## src/rtl/taillight_pattern_decoder.sv

```systemverilog
// Passive decoder for the taillight LED bus: classifies each side (OFF/ON/FLASH/SEQ),
// combines both sides into the controller's mode code and flags illegal lamp transitions.
module taillight_pattern_decoder #(
    parameter int unsigned HOLD_CYCLES = 5_000_000,
    parameter int unsigned HOLD_W      = 23,
    parameter int unsigned CONFIRM     = 2
) (
    input  logic       ADC_CLK_10,
    input  logic       rst,
    input  logic [9:0] led_in,
    output logic [2:0] mode,
    output logic       mode_valid,
    output logic       mode_change,
    output logic       err,
    output logic [7:0] err_cnt
);

    localparam int unsigned RUN_W = $clog2(CONFIRM + 2);
    localparam logic [RUN_W-1:0]  RUN_MAX  = RUN_W'(CONFIRM);
    localparam logic [HOLD_W-1:0] HOLD_MAX = HOLD_W'(HOLD_CYCLES);
    localparam logic [2:0]        MODE_UNKNOWN = 3'd7;

    typedef enum logic [2:0] {
        CLS_UNK   = 3'd0,
        CLS_OFF   = 3'd1,
        CLS_ON    = 3'd2,
        CLS_FLASH = 3'd3,
        CLS_SEQ   = 3'd4
    } side_class_e;

    // Index 0 is the left side, index 1 the right side; values read outer to inner.
    logic [2:0]        side_s [2];
    logic [2:0]        prev_q [2];
    side_class_e       cls_q  [2];
    side_class_e       cls_d  [2];
    logic [RUN_W-1:0]  seq_q  [2];
    logic [RUN_W-1:0]  seq_d  [2];
    logic [RUN_W-1:0]  flash_q[2];
    logic [RUN_W-1:0]  flash_d[2];
    logic [HOLD_W-1:0] hold_q [2];
    logic [HOLD_W-1:0] hold_d [2];
    logic [1:0]        side_err_s;
    logic              unused_mid_s;

    logic [2:0] mode_q, mode_d;
    logic       mode_valid_q, mode_change_q, err_q, err_d;
    logic [7:0] err_cnt_q, err_cnt_d;

    assign side_s[0]    = {led_in[9], led_in[8], led_in[7]};
    assign side_s[1]    = {led_in[0], led_in[1], led_in[2]};
    assign unused_mid_s = ^led_in[6:3];

    // Per-side tracker: transition legality, run counters, hold timer, class.
    always_comb begin
        for (int s = 0; s < 2; s++) begin
            cls_d[s]      = cls_q[s];
            seq_d[s]      = seq_q[s];
            flash_d[s]    = flash_q[s];
            hold_d[s]     = hold_q[s];
            side_err_s[s] = 1'b0;
            if (side_s[s] != prev_q[s]) begin
                hold_d[s] = '0;
                case ({prev_q[s], side_s[s]})
                    6'b000_001, 6'b001_011, 6'b011_111: begin
                        seq_d[s]   = (seq_q[s] == RUN_MAX) ? seq_q[s] : seq_q[s] + RUN_W'(1);
                        flash_d[s] = '0;
                    end
                    6'b000_111: begin
                        flash_d[s] = (flash_q[s] == RUN_MAX) ? flash_q[s] : flash_q[s] + RUN_W'(1);
                        seq_d[s]   = '0;
                    end
                    6'b111_000: begin
                        seq_d[s]   = seq_q[s];
                        flash_d[s] = flash_q[s];
                    end
                    default: begin
                        side_err_s[s] = 1'b1;
                        seq_d[s]      = '0;
                        flash_d[s]    = '0;
                    end
                endcase
                if (side_err_s[s]) begin
                    cls_d[s] = CLS_UNK;
                end else if (seq_d[s] >= RUN_MAX) begin
                    cls_d[s] = CLS_SEQ;
                end else if (flash_d[s] >= RUN_MAX) begin
                    cls_d[s] = CLS_FLASH;
                end else begin
                    cls_d[s] = cls_q[s];
                end
            end else if (hold_q[s] != HOLD_MAX) begin
                hold_d[s] = hold_q[s] + HOLD_W'(1);
                // Steady value is judged only on the cycle the timer reaches its limit.
                if (hold_d[s] == HOLD_MAX) begin
                    if (side_s[s] == 3'b000) begin
                        cls_d[s]   = CLS_OFF;
                        seq_d[s]   = '0;
                        flash_d[s] = '0;
                    end else if (side_s[s] == 3'b111) begin
                        cls_d[s]   = CLS_ON;
                        seq_d[s]   = '0;
                        flash_d[s] = '0;
                    end else begin
                        cls_d[s]      = CLS_UNK;
                        side_err_s[s] = 1'b1;
                    end
                end else begin
                    cls_d[s] = cls_q[s];
                end
            end else begin
                hold_d[s] = hold_q[s];
            end
        end
    end

    // Combine the registered side classes into the controller mode code.
    always_comb begin
        mode_d = MODE_UNKNOWN;
        if (cls_q[0] == CLS_OFF && cls_q[1] == CLS_OFF) begin
            mode_d = 3'd0;
        end else if (cls_q[0] == CLS_FLASH && cls_q[1] == CLS_FLASH && prev_q[0] == prev_q[1]) begin
            mode_d = 3'd1;
        end else if (cls_q[0] == CLS_SEQ && cls_q[1] == CLS_OFF) begin
            mode_d = 3'd2;
        end else if (cls_q[0] == CLS_OFF && cls_q[1] == CLS_SEQ) begin
            mode_d = 3'd3;
        end else if (cls_q[0] == CLS_ON && cls_q[1] == CLS_ON) begin
            mode_d = 3'd4;
        end else if (cls_q[0] == CLS_SEQ && cls_q[1] == CLS_ON) begin
            mode_d = 3'd5;
        end else if (cls_q[0] == CLS_ON && cls_q[1] == CLS_SEQ) begin
            mode_d = 3'd6;
        end else begin
            mode_d = MODE_UNKNOWN;
        end
    end

    // Error pulse and saturating error counter; both sides failing together count once.
    always_comb begin
        err_d     = |side_err_s;
        err_cnt_d = err_cnt_q;
        if (err_d && err_cnt_q != 8'hFF) begin
            err_cnt_d = err_cnt_q + 8'd1;
        end else begin
            err_cnt_d = err_cnt_q;
        end
    end

    // State and output registers; reset re-seeds prev with the live bus to avoid a false edge.
    always_ff @(posedge ADC_CLK_10) begin
        if (rst) begin
            for (int s = 0; s < 2; s++) begin
                prev_q[s]  <= side_s[s];
                cls_q[s]   <= CLS_UNK;
                seq_q[s]   <= '0;
                flash_q[s] <= '0;
                hold_q[s]  <= '0;
            end
            mode_q        <= MODE_UNKNOWN;
            mode_valid_q  <= 1'b0;
            mode_change_q <= 1'b0;
            err_q         <= 1'b0;
            err_cnt_q     <= 8'd0;
        end else begin
            for (int s = 0; s < 2; s++) begin
                prev_q[s]  <= side_s[s];
                cls_q[s]   <= cls_d[s];
                seq_q[s]   <= seq_d[s];
                flash_q[s] <= flash_d[s];
                hold_q[s]  <= hold_d[s];
            end
            mode_q        <= mode_d;
            mode_valid_q  <= (mode_d != MODE_UNKNOWN);
            mode_change_q <= (mode_d != mode_q);
            err_q         <= err_d;
            err_cnt_q     <= err_cnt_d;
        end
    end

    assign mode        = mode_q;
    assign mode_valid  = mode_valid_q;
    assign mode_change = mode_change_q;
    assign err         = err_q;
    assign err_cnt     = err_cnt_q;

endmodule

```

## config.mk

```make
export PLATFORM = sky130hd
export DESIGN_NAME = taillight_pattern_decoder
export DESIGN_NICKNAME = d
export VERILOG_FILES = /design/src/rtl/taillight_pattern_decoder.sv
export SDC_FILE = /design/constraint.sdc
export NUM_CORES = 1
export LEC_CHECK = 0
export ABC_CLOCK_PERIOD_IN_PS = 3200
export CAP_MARGIN = 20
export CORE_MARGIN = 3
export CORE_UTILIZATION = 55
export CTS_BUF_LIST = sky130_fd_sc_hd__clkbuf_4
export DETAILED_ROUTE_END_ITERATION = 12
export DONT_BUFFER_PORTS = 1
export PLACE_DENSITY = 0.7
export SLEW_MARGIN = 25
export SYNTH_ARGS = -nofsm -noshare
export SYNTH_HDL_FRONTEND = slang
export SYNTH_SLANG_ARGS = --single-unit
```

## constraint.sdc

```tcl
create_clock -name ADC_CLK_10 -period 3.2 [get_ports ADC_CLK_10]
set_input_delay 0.64 -clock ADC_CLK_10 [delete_from_list [all_inputs] [get_ports ADC_CLK_10]]
set_output_delay 0.64 -clock ADC_CLK_10 [all_outputs]
set_load 0.01 [all_outputs]
```

### Yosys cells after proc, flatten, opt, wreduce, memory -nomap -nowiden

Memories as Yosys holds them, arrays and structs flattened.
Index checks and enable logic that the tools add are counted.

| storage, ports and cells | value |
|---|---|
| flip-flop bits (word level) | 14 |
| memory bits (writable) | 66 |
| output and inout bits | 14 |
| word-level logic and storage cells | 167 |
| memories kept | 5 |
| bits of input ports | 12 |

| cells by class | value |
|---|---|
| add/subtract/negate cells | 7 |
| muxes and demuxes | 86 |
| reductions and logical operators | 16 |
| bitwise gates (word level) | 10 |
| $lt $le $gt $ge | 4 |
| equal/unequal tests | 34 |

Memory list:

| name | depth | width | read ports | clocked after Yosys merged registers in | wr ports | RTL line | source |
|---|---|---|---|---|---|---|---|
| hold_q | 2 | 23 | 2 | 0 | 2 | 40 | `logic [HOLD_W-1:0] hold_q [2];` |
| cls_q | 2 | 3 | 2 | 0 | 2 | 34 | `side_class_e cls_q [2];` |
| prev_q | 2 | 3 | 2 | 0 | 2 | 33 | `logic [2:0] prev_q [2];` |
| flash_q | 2 | 2 | 2 | 0 | 2 | 38 | `logic [RUN_W-1:0] flash_q[2];` |
| seq_q | 2 | 2 | 2 | 0 | 2 | 36 | `logic [RUN_W-1:0] seq_q [2];` |

Operators with widths:

| operator | count |
|---|---|
| two-way mux 23 bit | 6 |
| two-way mux 2 bit | 38 |
| two-way mux 3 bit | 20 |
| adder 23 x 1 -> 23 bit (second input constant) | 2 |
| == test 23 bit (second input constant) | 2 |
| inequality test 23 bit (second input constant) | 2 |
| two-way mux 1 bit | 18 |
| case mux 2 bit (2 select lines) | 4 |
| == test 3 x 2 -> 1 bit (second input constant) | 4 |
| == test 3 bit (second input constant) | 4 |
| == test 6 x 1 -> 1 bit (second input constant) | 2 |
| == test 6 x 3 -> 1 bit (second input constant) | 2 |
| == test 6 x 4 -> 1 bit (second input constant) | 2 |
| == test 6 x 5 -> 1 bit (second input constant) | 2 |
| == test 6 bit (second input constant) | 2 |
| bitwise OR 1 bit | 10 |
| OR reduction 5 bit | 2 |
| logical AND 1 bit | 9 |
| inequality test 3 bit | 3 |
| adder 2 x 1 -> 2 bit (second input constant) | 4 |
| adder 8 x 1 -> 8 bit (second input constant) | 1 |
| == test 2 bit (second input constant) | 4 |
| greater-or-equal comparator 2 bit (second input constant) | 4 |
| inequality test 8 bit (second input constant) | 1 |
| 6 further kinds | 9 |

### Depth between registers and ports, before layout

An unclocked memory read counts as a cell.

| logic depth | value |
|---|---|
| depth in word-level cells | 11 |
| gate-level depth with buffers | 11 |
| mapped depth without buffers | 10 |

### Least setup slack after synthesis

Ideal clock, no wire load.

| timing | value |
|---|---|
| path type | register to register |
| start point | memory hold_q[1][1], in the netlist hold_q[0][24] |
| end point | register err_cnt_q[5], in the netlist err_cnt[5] |
| path slack | 0.419 ns |
| period minus slack after synthesis | 2.781 ns |
| setup time | 0.123 ns |
| path buffers | 0 |
| cell stages (with the launch flop) | 11 |
| arrival | 2.658 ns |
| data required time | 3.077 ns |
| cell sequence | dfxtp_1 > ha_1 > nand2_1 > nor4_1 > mux2i_1 > o21ai_1 > nor4_4 > nand3_2 > a21oi_4 > nand4_1 > mux2_1 |

RTL lines:

| what | RTL line | source |
|---|---|---|
| start, declared | 40 |  |
| end signal, assigned | 176 | `err_cnt_q <= err_cnt_d;` |
| end, declared | 47 | `logic [7:0] err_cnt_q, err_cnt_d;` |

==> summary.md <==
| Metric | Value |
|---|---|
| Sequential area share after synthesis | 34.7% |
| Slowest stage cell, crit path | a2111oi_0 |
| TritonRoute pass-1 iters | 5 |
| Antenna Diode Count | 0 |
| Commonest non-fill, non-tap cell in the layout | nor2_1 |
| Clock Latency Late Sink | 450 ps |
| Critical Path Fanout Max | 7 |
| Chip height | 97.6 um |
| Leakage power | 1.64 nW |
| TritonCTS buffer count | 9 |
| Yosys top cell area share | 34.7% |
| Hold_buf cts | 0 |
| Area grow syn2layout | 4.60% |
| Max cap viols | 0 |
| Total Nets Final | 569 |
| Post-synth EDFFs | 0 |
| Full die area | 9530 um2 |
| Final period utilization | 92.8% |
| Drt total wl | 9460 um |
| GPL Wtd Cong | 0.839 |
| Worst Path Required | 3560 ps |
| Most frequent cells in the layout | 83 x nor2_1, 79 x dfxtp_1, 36 x xnor2_1, 36 x nand3_1 |
| Antenna viol nets, final | 0 |
| Netlist cell types | 65 |
| Worst path bufs/invs | 0 |
| Global-route wire length before repair | 16,400 um |
| Largest net degree at the start of global routing | 35 |
| RSZ-0062 raised after global routing | false |
| DP Wirelength | 6870 um |
| DRT iter0 DRCs | 141 |
| Clk slew on worst S/H paths | 160 ps |
| Vias in the first global route | 3,573 |
| Maximum vdd drop | 0.240 mV |
| Pwr Total | 1.79 mW |
| Syn Nets | 580 |
| Final Hold Viols | 0 |
| Avg Cell Area, Syn | 8.28 um2 |
| Met2 usage | 33.5% |
| Sw Share | 27.1% |
| Setup TNS | 0 ps |
| Sequential power share | 58.0% |
| Crit-path max cell delay | 460 ps |
| Slew Limit Headroom | 58.0% |
| # rows | 32 |
| Worst-path cell chain | ha_1, or3_1, nand2_1, nand4_1, a2111oi_0, and4b_1, a31oi_2, a21oi_4, nand4_1, mux2_1 |
| GRT met1 Usage | 27.7% |
| Met3 layer usage reported by global route | 3.23% |
| CTS tree | yes |
| Final period demand of the worst path | 2970 ps |
| PortBufs | 0 |
| Most frequent CP cell | nand4_1 |
| Min-Delay Path Class | in2reg |
| Top post-synthesis cells by area | dfxtp_1 35%, xnor2_1 6.8%, nor2_1 6.7%, xor2_1 5.9%, nand3_1 3.9% |
| Drt wl/cell | 14.5 um |
| Clk root buf | clkbuf_4 |
| Psw | 486 uW |
| CTS Buffer Depth | 2 |
| Clock power frac | 36.7% |
| Primary FF master, synth | dfxtp_1 |
| Comb pwr share | 5.3% |
| Synth area leader | dfxtp_1 |
| Layout cell share with drive strength beyond 1 | 9.78% |
| Slew @ Worst Pin | 624 ps |
| Slew Viols, Final | 0 |
| Vias/cell | 5.86 |
| Initial antenna violation count | 0 |
| Initial Util | 58.3% |
| Int Power | 1.31 mW |
| DIE WIDTH | 97.6 um |
| CP endpoint kind | register |
| Synth Cell Area | 4620 um2 |
| Reg2reg setup slack | 230 ps |
| Number of remaining DRC errors | 0 |
| GR Overflow Total | 0 |
| Clock sink total | 80 |
| CTS H-tree depth | 3 |
| Crit path max-delay family | compound AO/OA/AOI/OAI gates |
| Synth warn | 0 |
| GRT Max-Usage Layer | met2 |
| DR vias | 3,830 |
| # setup viols final | 0 |
| Critical path class | reg2reg |
| Ys async rst share | 0% |
| Clock Skews | 25.0 ps |
| Ports | 26 |
| Status | finished, final reports clean |
| Gr usage total | 20.6% |
| CP Launch Type | register |
| Crit path DAT | 3330 ps |
| Mapped Cells | 558 |
| CORE AREA | 7930 um2 |
| PwrDens | 371 nW/um2 |
| Fmax | 337 MHz |
| Register bit total from synthesis | 80 |
==> kinds of logic after synthesis <==
family / after synthesis / synth area share [%]
AO/OA/AOI/OAI: 73 / 10.5
XOR/XNOR: 67 / 12.7
adder cells (fa/ha/maj): 10 / 2.71
buffers and inverters: 47 / 4.33
flip-flops: 80 / 34.7
multiplexers: 8 / 1.79
AND/OR/NAND/NOR: 273 / 33.3
==> final timing paths <==
path                       end    startpoint  depth (start not counted)
setup / recovery    err_cnt[5]  hold_q[0][0]                         10
hold / removal    prev_q[0][0]     led_in[7]                          0
setup reg to reg    err_cnt[5]  hold_q[0][0]                         10
hold reg to reg    seq_q[0][1]   seq_q[0][1]                          2
==> stage by stage <==
step | util (%) | hold WS [ps] | cell area, um2 | cells | setup WS, ps
after detailed placement | 58.8 | 463 | 4660 | 636 | 174
after floorplan | - | 450 | 4620 | 558 | 419
after global placement | 58.8 | 453 | 4660 | 636 | 237
after global routing | 61.0 | 155 | 4830 | 654 | 33.7
after CTS | 60.7 | 173 | 4820 | 652 | 164
final | 61.0 | 196 | 4830 | 654 | 232
==> synth_stat cells, drive strengths merged (2+ instances only) <==
cell type / count
or2: 7
nand4: 18
and4: 3
nor3: 22
nor2: 83
a31oi: 8
buf: 15
nand3b: 4
o21ai: 11
a311oi: 2
nand3: 40
a21oi: 24
and2: 3
dfxtp: 80
nand2b: 7
clkbuf: 17
nand2: 31
a22oi: 2
or3: 6
nor3b: 5
nor4b: 2
inv: 15
and3: 11
a211oi: 5
o22a: 2
o31ai: 3
xor2: 31
and4b: 2
mux2: 2
nor4: 13
nor4bb: 3
o22ai: 3
a22o: 2
nand4b: 2
ha: 10
xnor2: 36
mux2i: 6
nor2b: 9
==> final cells by class <==
| class | count | area, um2 |
|---|---|---|
| clock buffer | 9 | 67.6 |
| sequential | 80 | 1600 |
| fill | 733 | 3100 |
| multi-input combinational | 431 | 2820 |
| timing repair buffer | 10 | 75.1 |
| tap | 102 | 128 |
| inverter | 15 | 56.3 |
| clock inverter | 7 | 85.1 |
==> registers in the layout, indices dropped and copies added (netlist names) <==
signal	count
cls_q	6
err	1
err_cnt	8
flash_q	4
hold_q	46
mode	3
mode_change	1
mode_valid	1
prev_q	6
seq_q	4
==> power groups by stage <==
stage | clock (mW) | sequential (mW) | combinational, mW
floorplan | 0 | 1.05 | 0.0920
global placement | 0 | 1.06 | 0.0889
detailed placement | 0 | 1.06 | 0.0915
CTS | 0.678 | 1.04 | 0.0925
global route | 0.717 | 1.04 | 0.105
finish | 0.659 | 1.04 | 0.0943
==> routing by layer <==
| layer | share of wire (%) | vias up |
|---|---|---|
| met5 | 0 | - |
| met4 | 1.7 | 0 |
| met3 | 3.7 | 12 |
| met2 | 45 | 78 |
| met1 | 49 | 1802 |
| li1 | - | 1938 |
==> repair_timing <==
item                                    in CTS  in global routing
endpoints found under the setup margin       0                  2
resized for setup                            0                  1
buffers inserted                             0                  2
Power figures use the tool's default switching activity.
